File: src/rtl/dlatch_bank.sv
`default_nettype none
// ============================================================================
//  Module   : dlatch_bank
//  Purpose  : Bank of DEPTH clocked "gated latch" channels, WIDTH bits each.
//             A write (En) loads D into the shadow stage of channel Addr and
//             marks it dirty. A Commit copies every dirty shadow into its
//             active stage on the same edge, so several channels change
//             together. Q is a registered readout of active[Rd_addr], taken
//             from the post-commit value so a commit shows up one cycle later.
//  Revision : 1.0 - initial release
// ----------------------------------------------------------------------------
//  Parameters
//    WIDTH   data bits per channel (>= 1)
//    DEPTH   number of channels (>= 2, power of two)
//    ADDR_W  channel address width, must equal $clog2(DEPTH)
//  Ports
//    clk      in   1       rising-edge clock
//    rst_n    in   1       asynchronous active-low reset
//    En       in   1       load D into shadow[Addr] this edge
//    Addr     in   ADDR_W  write channel select
//    D        in   WIDTH   write data
//    Commit   in   1       copy every dirty shadow into active this edge
//    Rd_addr  in   ADDR_W  read channel select
//    Q        out  WIDTH   registered active[Rd_addr]
//    Dirty    out  DEPTH   bit i set while shadow[i] holds an uncommitted write
//    not_Q    out  WIDTH   registered ~Q (only with DLATCH_BANK_NOTQ_EN)
//  Configuration macro
//    DLATCH_BANK_NOTQ_EN  defined: not_Q port and its register are present
// ============================================================================
module dlatch_bank #(
   parameter int WIDTH  = 8,
   parameter int DEPTH  = 4,
   parameter int ADDR_W = 2
) (
   input  logic              clk,
   input  logic              rst_n,
   input  logic              En,
   input  logic [ADDR_W-1:0] Addr,
   input  logic [WIDTH-1:0]  D,
   input  logic              Commit,
   input  logic [ADDR_W-1:0] Rd_addr,
   output logic [WIDTH-1:0]  Q,
   output logic [DEPTH-1:0]  Dirty
`ifdef DLATCH_BANK_NOTQ_EN
   ,
   output logic [WIDTH-1:0]  not_Q
`else
`endif
);

   // ------------------------------------------------------------------------
   // Storage
   // ------------------------------------------------------------------------
   logic [WIDTH-1:0] shadow     [DEPTH];
   logic [WIDTH-1:0] active     [DEPTH];
   logic [DEPTH-1:0] dirty;

   logic [WIDTH-1:0] shadow_nxt [DEPTH];
   logic [WIDTH-1:0] active_nxt [DEPTH];
   logic [DEPTH-1:0] dirty_nxt;
   logic [DEPTH-1:0] wr_sel;

   logic [WIDTH-1:0] q;
   logic [WIDTH-1:0] q_nxt;

   // ------------------------------------------------------------------------
   // Per-channel next-state
   // ------------------------------------------------------------------------
   generate
      for (genvar i = 0; i < DEPTH; i++) begin : g_chan
         // Address decode for this channel.
         assign wr_sel[i] = En && (Addr == ADDR_W'(i));

         // Shadow takes D on a write regardless of Commit; on a
         // simultaneous write+commit this keeps shadow equal to active.
         assign shadow_nxt[i] = wr_sel[i] ? D : shadow[i];

         // On commit the freshly written value has priority over the old
         // shadow content (write-through); otherwise only dirty channels
         // are copied and clean ones keep their active value.
         always_comb begin
            active_nxt[i] = active[i];
            if (Commit) begin
               if (wr_sel[i]) begin
                  active_nxt[i] = D;
               end else if (dirty[i]) begin
                  active_nxt[i] = shadow[i];
               end
            end
         end
      end
   endgenerate

   // A commit clears every dirty bit, including a channel written on the
   // same edge, because that channel is written through to active.
   always_comb begin
      dirty_nxt = dirty;
      if (Commit) begin
         dirty_nxt = '0;
      end else begin
         dirty_nxt = dirty | wr_sel;
      end
   end

   // Readout uses the post-commit view so committed data reaches Q after
   // a single edge rather than two.
   assign q_nxt = active_nxt[Rd_addr];

   // ------------------------------------------------------------------------
   // Registers
   // ------------------------------------------------------------------------
   always_ff @(posedge clk or negedge rst_n) begin
      if (!rst_n) begin
         for (int k = 0; k < DEPTH; k++) begin
            shadow[k] <= '0;
            active[k] <= '0;
         end
         dirty <= '0;
         q     <= '0;
      end else begin
         for (int k = 0; k < DEPTH; k++) begin
            shadow[k] <= shadow_nxt[k];
            active[k] <= active_nxt[k];
         end
         dirty <= dirty_nxt;
         q     <= q_nxt;
      end
   end

   assign Q     = q;
   assign Dirty = dirty;

`ifdef DLATCH_BANK_NOTQ_EN
   // Separate register loaded with the complement of the same next value,
   // so Q and not_Q always change on the same edge and reset to opposites.
   logic [WIDTH-1:0] not_q;

   always_ff @(posedge clk or negedge rst_n) begin
      if (!rst_n) begin
         not_q <= '1;
      end else begin
         not_q <= ~q_nxt;
      end
   end

   assign not_Q = not_q;
`else
   // Complementary readout not built in this configuration.
`endif

endmodule

`default_nettype wire

File: config.mk
export PLATFORM = sky130hd
export DESIGN_NAME = dlatch_bank
export DESIGN_NICKNAME = d
export VERILOG_FILES = /design/src/rtl/dlatch_bank.sv
export SDC_FILE = /design/constraint.sdc
export NUM_CORES = 1
export LEC_CHECK = 0
export CORE_MARGIN = 2
export CORE_UTILIZATION = 50
export CTS_CLUSTER_DIAMETER = 40
export DETAILED_ROUTE_END_ITERATION = 10
export PLACE_DENSITY_LB_ADDON = 0.05
export SYNTH_ARGS = -nofsm -noshare
export SYNTH_HDL_FRONTEND = slang
export SYNTH_SLANG_ARGS = --single-unit
File: constraint.sdc
create_clock -name clk -period 1.85 [get_ports clk]
set_input_delay 0.37 -clock clk [delete_from_list [all_inputs] [get_ports clk]]
set_output_delay 0.37 -clock clk [all_outputs]
set_load 0.05 [all_outputs]
# ---- Word level (Yosys, flattened, before mapping)
# Cells that the tools add are included.
dict set report op_classes {
  n_lt_le_gt_ge 1
  mux 16
  n_eq_ne 3
  bitwise_logic 2
  reduce_logical 5
}
# operator n
set op_table {}
lappend op_table {{8-bit 2-to-1 mux} 14}
lappend op_table {{8-bit binary-select mux with 2-bit select} 1}
lappend op_table {{2-bit equality test (second input constant)} 2}
lappend op_table {{1-bit logical AND} 4}
lappend op_table {{4-bit 2-to-1 mux} 1}
lappend op_table {{4-bit bitwise OR} 1}
lappend op_table {{3-bit greater-or-equal comparator (second input constant)} 1}
lappend op_table {{2-bit inverter with 3-bit output} 1}
lappend op_table {{2-bit by 1-bit equality test with 1-bit output (second input constant)} 1}
lappend op_table {{2-bit logical NOT} 1}
dict set report totals {
  out_inout_bits 12
  reg_bits 76
}

# ---- Longest topological paths before layout
# Gate-level depths: netlist of the first run.
dict set report depth {
  ltp_word 7
  ltp_mapped 7
}

# ---- Worst setup path before layout of the first run
# OpenSTA, ideal clock, no wires.
dict set report synth_timing {
  path_kind {register -> register}
  start {register dirty[3], in the netlist Dirty[3]}
  end {register q[7], in the netlist Q[7]}
  stages_incl_launch_ff 5
  arrival_ns 1.705
  slack_ns 0.007
  required_ns 1.712
  setup_ns 0.138
  cell_sequence {dfrtp_1 nand2_1 or3_1 o211a_1 mux4_2}
}
# element line_no
set synth_rtl {}
lappend synth_rtl {{start: declaration} 56} ;# logic [DEPTH-1:0] dirty;
lappend synth_rtl {{start signal: assignment} 125} ;# dirty <= dirty_nxt;
lappend synth_rtl {{end signal: assignment} 126} ;# q <= q_nxt;
lappend synth_rtl {{end: declaration} 63} ;# logic [WIDTH-1:0] q;

==> results of run 1 <==
final timing paths:
check	startpoint	to
min	rst_n	shadow[21]
min in group clk	shadow[20]	shadow[20]
min reg2reg	shadow[20]	shadow[20]
max reg2reg	Dirty[2]	Q[7]
max in group asynchronous	rst_n	Dirty[0]
max	En	Q[7]
sequential cells by signal (all words and copies together), names as in the netlist:
| name | cells |
|---|---|
| active | 32 |
| shadow | 32 |
| Q | 8 |
| Dirty | 4 |
through the flow:
step                      utilization  power (mW)  setup TNS (ps)
after global routing            0.648        4.74               0
after CTS                       0.645        4.56               0
after global placement          0.613        3.14           -6260
after detailed placement        0.613        3.17           -8000
after floorplan                     -        2.80               0
final                           0.648        4.53               0
metal layers:
metal / vias to the layer above / track usage / share of wire
met2: 84 / 0.406 / 0.47
met3: 20 / 0.0389 / 0.054
met4: 0 / 0.117 / 0.027
met5: - / 0 / 0
met1: 1375 / 0.344 / 0.44
li1: 1257 / - / -
kinds of logic after synthesis:
| logic type | after synthesis |
|---|---|
| buf+inv | 18 |
| flops | 76 |
| simple gates | 99 |
| mux | 33 |
| compound gates | 64 |
placed cells by master (no fill, tap or decap):
| cell | synthesis | routed |
|---|---|---|
| nor3b_4 | 0 | 1 |
| mux2_2 | 32 | 32 |
| nor2b_1 | 10 | 10 |
| clkbuf_1 | 6 | 2 |
| mux4_2 | 1 | 1 |
| o2111ai_1 | 28 | 28 |
| nand4_1 | 7 | 7 |
| clkinvlp_4 | 0 | 1 |
| clkbuf_8 | 0 | 10 |
| dlymetal6s2s_1 | 0 | 3 |
| o21a_1 | 4 | 4 |
| clkdlybuf4s50_1 | 0 | 12 |
| nor2_1 | 9 | 9 |
| clkinv_2 | 0 | 1 |
| bufinv_16 | 0 | 2 |
| buf_12 | 0 | 1 |
| and2_1 | 1 | 1 |
| or3_1 | 32 | 32 |
| dfrtp_1 | 76 | 76 |
| and3_4 | 0 | 1 |
| nand2_1 | 36 | 36 |
| o211a_1 | 32 | 32 |
| and3b_2 | 0 | 2 |
| buf_4 | 2 | 63 |
area by class of cell:
class,instances,area (um2),area share
timing repair buffer,79,651,0.149
multi-input combinational,196,1510,0.345
clock inverter,4,72.6,0.0166
tap,80,100,0.0229
sequential,76,1900,0.434
clock buffer,12,145,0.0331
power by group through the flow:
stage | sequential [mW] | clock [mW] | combinational [mW]
3_5_place_dp | 2.22 | 0 | 0.951
3_3_place_gp | 2.20 | 0 | 0.931
5_1_grt | 2.23 | 1.49 | 1.02
2_1_floorplan | 2.34 | 0 | 0.459
4_1_cts | 2.19 | 1.41 | 0.954
6_report | 2.19 | 1.39 | 0.949
worst register-to-register path: stages, from the launching register on:
cell and delay (ps):
dfrtp_1 430, nand2_1 90, or3_1 320, o211a_1 130, mux4_2 460
==> flow_metrics.env, run 1 <==
export IMPL_outcome="completed"
export IMPL_tritoncts_num_sinks=76
export IMPL_die_w_um=87.4
export IMPL_worstPathMaxFanout=5
export IMPL_crit_slowest_cell="clkdlybuf4s50_1"
export IMPL_power_share_combinational=0.209
export IMPL_post_cts_resized=0
export IMPL_syn_area_um2=3480
export IMPL_ys_top_cells_by_count="76 x dfrtp_1, 36 x nand2_1, 32 x mux2_2, 32 x o211a_1, 32 x or3_1"
export IMPL_number_of_antenna_diodes=0
export IMPL_timing_critical_path_max_delay_family="simple AND/OR/NAND/NOR gates"
export IMPL_yosys_area_share_xor_xnor=0
export IMPL_power_report_internal_total_mw=3.28
export IMPL_most_instantiated_flip_flop_cell_in_the_synthesis_netlist="dfrtp_1"
export IMPL_core_area_um2=6760
export IMPL_areaGrowthSynthToFinish_pct=25.8
export IMPL_power_net_switching_mw=1.25
export IMPL_fin_skew_ps=6.80
export IMPL_timing_final_crit_share=0.980
export IMPL_max_stage_delay_ps=460
export IMPL_critical_path_n_buffers_inverters=1
export IMPL_synth_edff_count=0
export IMPL_slew_violations=0
export IMPL_peakVddDrop_v=0.000473
export IMPL_grt_pass1_wl_mm=14.3
export IMPL_nNetsFinal=378
export IMPL_drt_antenna_violating_nets=0
export IMPL_tritoncts_clock_tree="done"
export IMPL_placedCellCount=431
export IMPL_worst_endpoint_required_ps=2070
export IMPL_ff2ff_path_depth=4
export IMPL_timing_worst_setup_path_type="input pin to register"
export IMPL_die_area_um2=7640
export IMPL_reg2reg_setup_slack_ps=300
export IMPL_postCtsHoldBufs=0
export IMPL_ys_types=19
export IMPL_post_cts_setup_buffers=0
export IMPL_detailedRoute_firstPassIterationCount=4
export IMPL_cts_root_buf="clkbuf_8"
export IMPL_cts_reportedPaths_clkPinSlew_ps=80
export IMPL_cp_num_cells=5
export IMPL_worst_skew_pair_late_latency_ps=340
export IMPL_gr_ovfl_total=0
export IMPL_arrival_ps=2030
export IMPL_synth_cells=290
export IMPL_detailroute_via_count=2736
export IMPL_yosys_cell_count_top_type="dfrtp_1"
export IMPL_synth_mux_area_fraction=0.110
export IMPL_timing_final_setup_violations=0
export IMPL_final_hold_worst_slack_ps=29.7
export IMPL_finish_cell_count_without_fillers=447
export IMPL_syn_nets=306
export IMPL_synth_simple_gate_area_share=0.147
export IMPL_hold_violations=0
export IMPL_dominant_combinational_cell_family_by_area_after_synthesis="compound AO/OA/AOI/OAI gates"
export IMPL_post_synthesis_sequential_element_count=76
export IMPL_rsz_0062_raised_after_global_routing="false"
export IMPL_worst_setup_path_start_kind="input pin"
export IMPL_globalRouteTotalUtil=0.255
export IMPL_fin_crit_ps=1810
export IMPL_synth_warning_count=0
export IMPL_htree_num_levels=3
export IMPL_final_layout_size_suffix_gt1_frac=0.313
export IMPL_place_gp_congestion=0.785
export IMPL_swShare=0.277
export IMPL_pre_cts_slack_ps=-343
export IMPL_number_of_violations_of_the_max_capacitance_limit=0
export IMPL_critPathCaptureType="register"
export IMPL_largest_net_degree_at_the_start_of_global_routing=77
export IMPL_power_clock_fraction=0.307
export IMPL_drc=0
export IMPL_yosys_area_top_type_share=0.546
export IMPL_synthArstFlopShare=1.00
export IMPL_dieHeight_um=87.4
export IMPL_initial_utilization=0.515
export IMPL_synth_area_leaders="dfrtp_1 55%, mux2_2 10%, o211a_1 9.2%"
export IMPL_numCtsBuffers=9
export IMPL_avgViaCountPerCell=6.12
export IMPL_final_design_area_no_fill_um2=4380
export IMPL_pwr_density_cell_nw_per_um2=1040
export IMPL_port_buffer_count=27
export IMPL_post_synth_cell_area_avg_um2=12.0
export IMPL_share_seq_of_total_power=0.484
export IMPL_p_leak_nw=1.92
export IMPL_vias_in_the_first_global_route=2709
export IMPL_drt_first_iter_violations=190
export IMPL_io_pins=28
export IMPL_synth_sequential_area_ratio=0.546
export IMPL_achievable_frequency_mhz=552
export IMPL_placementRows=30
export IMPL_n_fill_cell=541
export IMPL_place_detailed_hpwl_mm=6.04
export IMPL_synth_compound_area_share=0.171
export IMPL_yosys_area_top_type="dfrtp_1"
export IMPL_cell_chain_critical_path="clkdlybuf4s50_1 > and3b_2 > or3_1 > o211a_1 > mux4_2"
export IMPL_totalWireLength_mm=8.93
export IMPL_wl_per_cell_um=20.0
export IMPL_placedInstanceArea_um2=4140
export IMPL_antenna_violations_before_repair=0
export IMPL_worst_slew_pin_slew_ps=733
export IMPL_hold_path_class="input pin to asynchronous set/reset pin"
export IMPL_timing_slew_headroom=0.510
export IMPL_synth_adder_area_share=0
export IMPL_ctsLongestPathBuffers=2
export IMPL_postLayoutSetupSlackWorst_ps=37.5
(Power assumes the default switching activity.)
==> run 2: changes to the inputs <==
Settings changed: CORE_MARGIN 2 to not set, CORE_UTILIZATION 50 to 35.
==> run 2 against run 1 <==
Net effect: flip-flop and latch count stayed put; final cell count is 13% higher; die area is 35% higher; register-to-register slack worse by 20 ps; non-clock buffer count is 7 higher; combinational power is 0.5% higher; critical path depth stayed put; worst setup slack worse by 9.7 ps; utilization is 19 points lower; cell area is 2.3% higher; worst hold slack worse by 28 ps; critical path type unchanged.
==> flow_metrics.env, run 2 (synthesized netlist as in run 1, its figures left out) <==
export IMPL_outcome="completed"
export IMPL_final_design_area_no_fill_um2=4480
export IMPL_peakVddDrop_v=0.000573
export IMPL_dieHeight_um=102
export IMPL_pwr_density_cell_nw_per_um2=971
export IMPL_tritoncts_num_sinks=76
export IMPL_wl_per_cell_um=18.7
export IMPL_core_area_um2=9680
export IMPL_finalCoreUtilization=0.463
export IMPL_place_gp_congestion=0.748
export IMPL_slew_violations=0
export IMPL_post_cts_setup_buffers=0
export IMPL_areaGrowthSynthToFinish_pct=28.8
export IMPL_arrival_ps=2050
export IMPL_detailroute_via_count=2650
export IMPL_die_w_um=102
export IMPL_grt_pass1_wl_mm=15.1
export IMPL_antenna_violations_before_repair=0
export IMPL_placementRows=36
export IMPL_io_pins=28
export IMPL_cts_root_buf="clkbuf_8"
export IMPL_totalNegativeSetupSlack_ps=0
export IMPL_numCtsBuffers=9
export IMPL_p_leak_nw=1.94
export IMPL_worst_skew_pair_late_latency_ps=350
export IMPL_fin_crit_ps=1820
export IMPL_crit_reg2reg_capture="Q[7]"
export IMPL_timing_worst_setup_path_type="input pin to register"
export IMPL_number_of_violations_of_the_max_capacitance_limit=0
export IMPL_final_cell_mix="76 x dfrtp_1, 67 x buf_4, 36 x nand2_1"
export IMPL_achievable_frequency_mhz=549
export IMPL_totalWireLength_mm=9.46
export IMPL_ff2ff_path_depth=4
export IMPL_port_buffer_count=27
export IMPL_initial_utilization=0.359
export IMPL_reg2reg_setup_slack_ps=280
export IMPL_vias_in_the_first_global_route=2690
export IMPL_postCtsHoldBufs=0
export IMPL_globalRouteTotalUtil=0.204
export IMPL_largest_net_degree_at_the_start_of_global_routing=38
export IMPL_tritoncts_clock_tree="done"
export IMPL_place_detailed_hpwl_mm=6.84
export IMPL_fin_skew_ps=4.51
export IMPL_worstReg2RegStart="Dirty[0]"
export IMPL_detailedRoute_firstPassIterationCount=4
export IMPL_timing_final_crit_share=0.985
export IMPL_worst_endpoint_required_ps=2080
export IMPL_worstPathMaxFanout=5
export IMPL_timing_final_setup_violations=0
export IMPL_critPathCaptureType="register"
export IMPL_final_layout_size_suffix_gt1_frac=0.324
export IMPL_ctsLongestPathBuffers=2
export IMPL_finish_cell_count_without_fillers=507
export IMPL_hold_violations=0
export IMPL_die_area_um2=10300
export IMPL_nNetsFinal=385
export IMPL_drc=0
export IMPL_htree_num_levels=3
export IMPL_drt_first_iter_violations=85
export IMPL_avgViaCountPerCell=5.23
export IMPL_hold_path_class="input pin to asynchronous set/reset pin"
export IMPL_drt_antenna_violating_nets=0
export IMPL_timing_slew_headroom=0.588
export IMPL_gr_ovfl_total=0
export IMPL_worst_setup_path_start_kind="input pin"
export IMPL_worst_slew_pin_slew_ps=616
export IMPL_placedCellCount=491
export IMPL_finalPower_mw=4.35
export IMPL_cts_reportedPaths_clkPinSlew_ps=80
export IMPL_number_of_antenna_diodes=0
export IMPL_layout_commonest_cell="dfrtp_1"
export IMPL_placedInstanceArea_um2=4280
[run 2: cell count changes in the layout (fill, tap and decap cells not counted), sizes merged]
cell          delta
buf              +6
bufinv           -2
clkbuf           +1
clkinvlp         +1
dlygate4sd2      +2
dlymetal6s2s     -1
[run 2: worst max path at each step]
stage	cells after the start	to	start	slack (ps)
after detailed placement	5	Q[7]	Addr[0]	-350
after floorplan	4	Q[7]	Dirty[3]	7
final	5	Q[7]	Addr[1]	30
after global placement	5	Q[7]	Addr[0]	-320
after global routing	5	Q[7]	Addr[1]	-0.06
after CTS	5	Q[7]	Addr[0]	40
[run 2: per-layer routing]
metal  up-vias  wire (um)  GRT usage
li1       1272          -          -
met1      1326       4520      0.276
met2        44       4480      0.321
met3         8        317     0.0587
met4         0        138     0.0513
met5         -          0          0
[run 2: timing repair]
action | 4_1_cts | 5_1_grt
pin swaps | 0 | 1
setup endpoints to repair | 2 | 8
resized for setup | 2 | 7
endpoints found under the hold margin | 0 | 0
[run 2: report_power, final]
group          switching (mW)  internal (mW)  total, mW
Combinational           0.482          0.471      0.954
Sequential              0.174           2.02       2.19
Clock                   0.613          0.596       1.21
[run 2: per-stage QoR]
stage	hold WS, ps	worst slack (ps)
after global placement	396	-321
after detailed placement	393	-346
after floorplan	74.4	6.75
after global routing	13.0	-0.0566
final	1.26	27.8
after CTS	0.779	40.6
[run 2: final cells by class]
cell class | instances | area [um2]
Clock buffer | 13 | 169
Clock inverter | 3 | 20.0
Fill cell | 900 | 5200
Multi-Input combinational cell | 196 | 1510
Timing Repair Buffer | 86 | 717
Tap cell | 133 | 166
Sequential cell | 76 | 1900
[run 2: worst max-delay path: stages]
cell and delay [ps]:
clkdlybuf4s50_1 520, and3b_1 240, or3_1 350, o211a_1 120, mux4_2 450
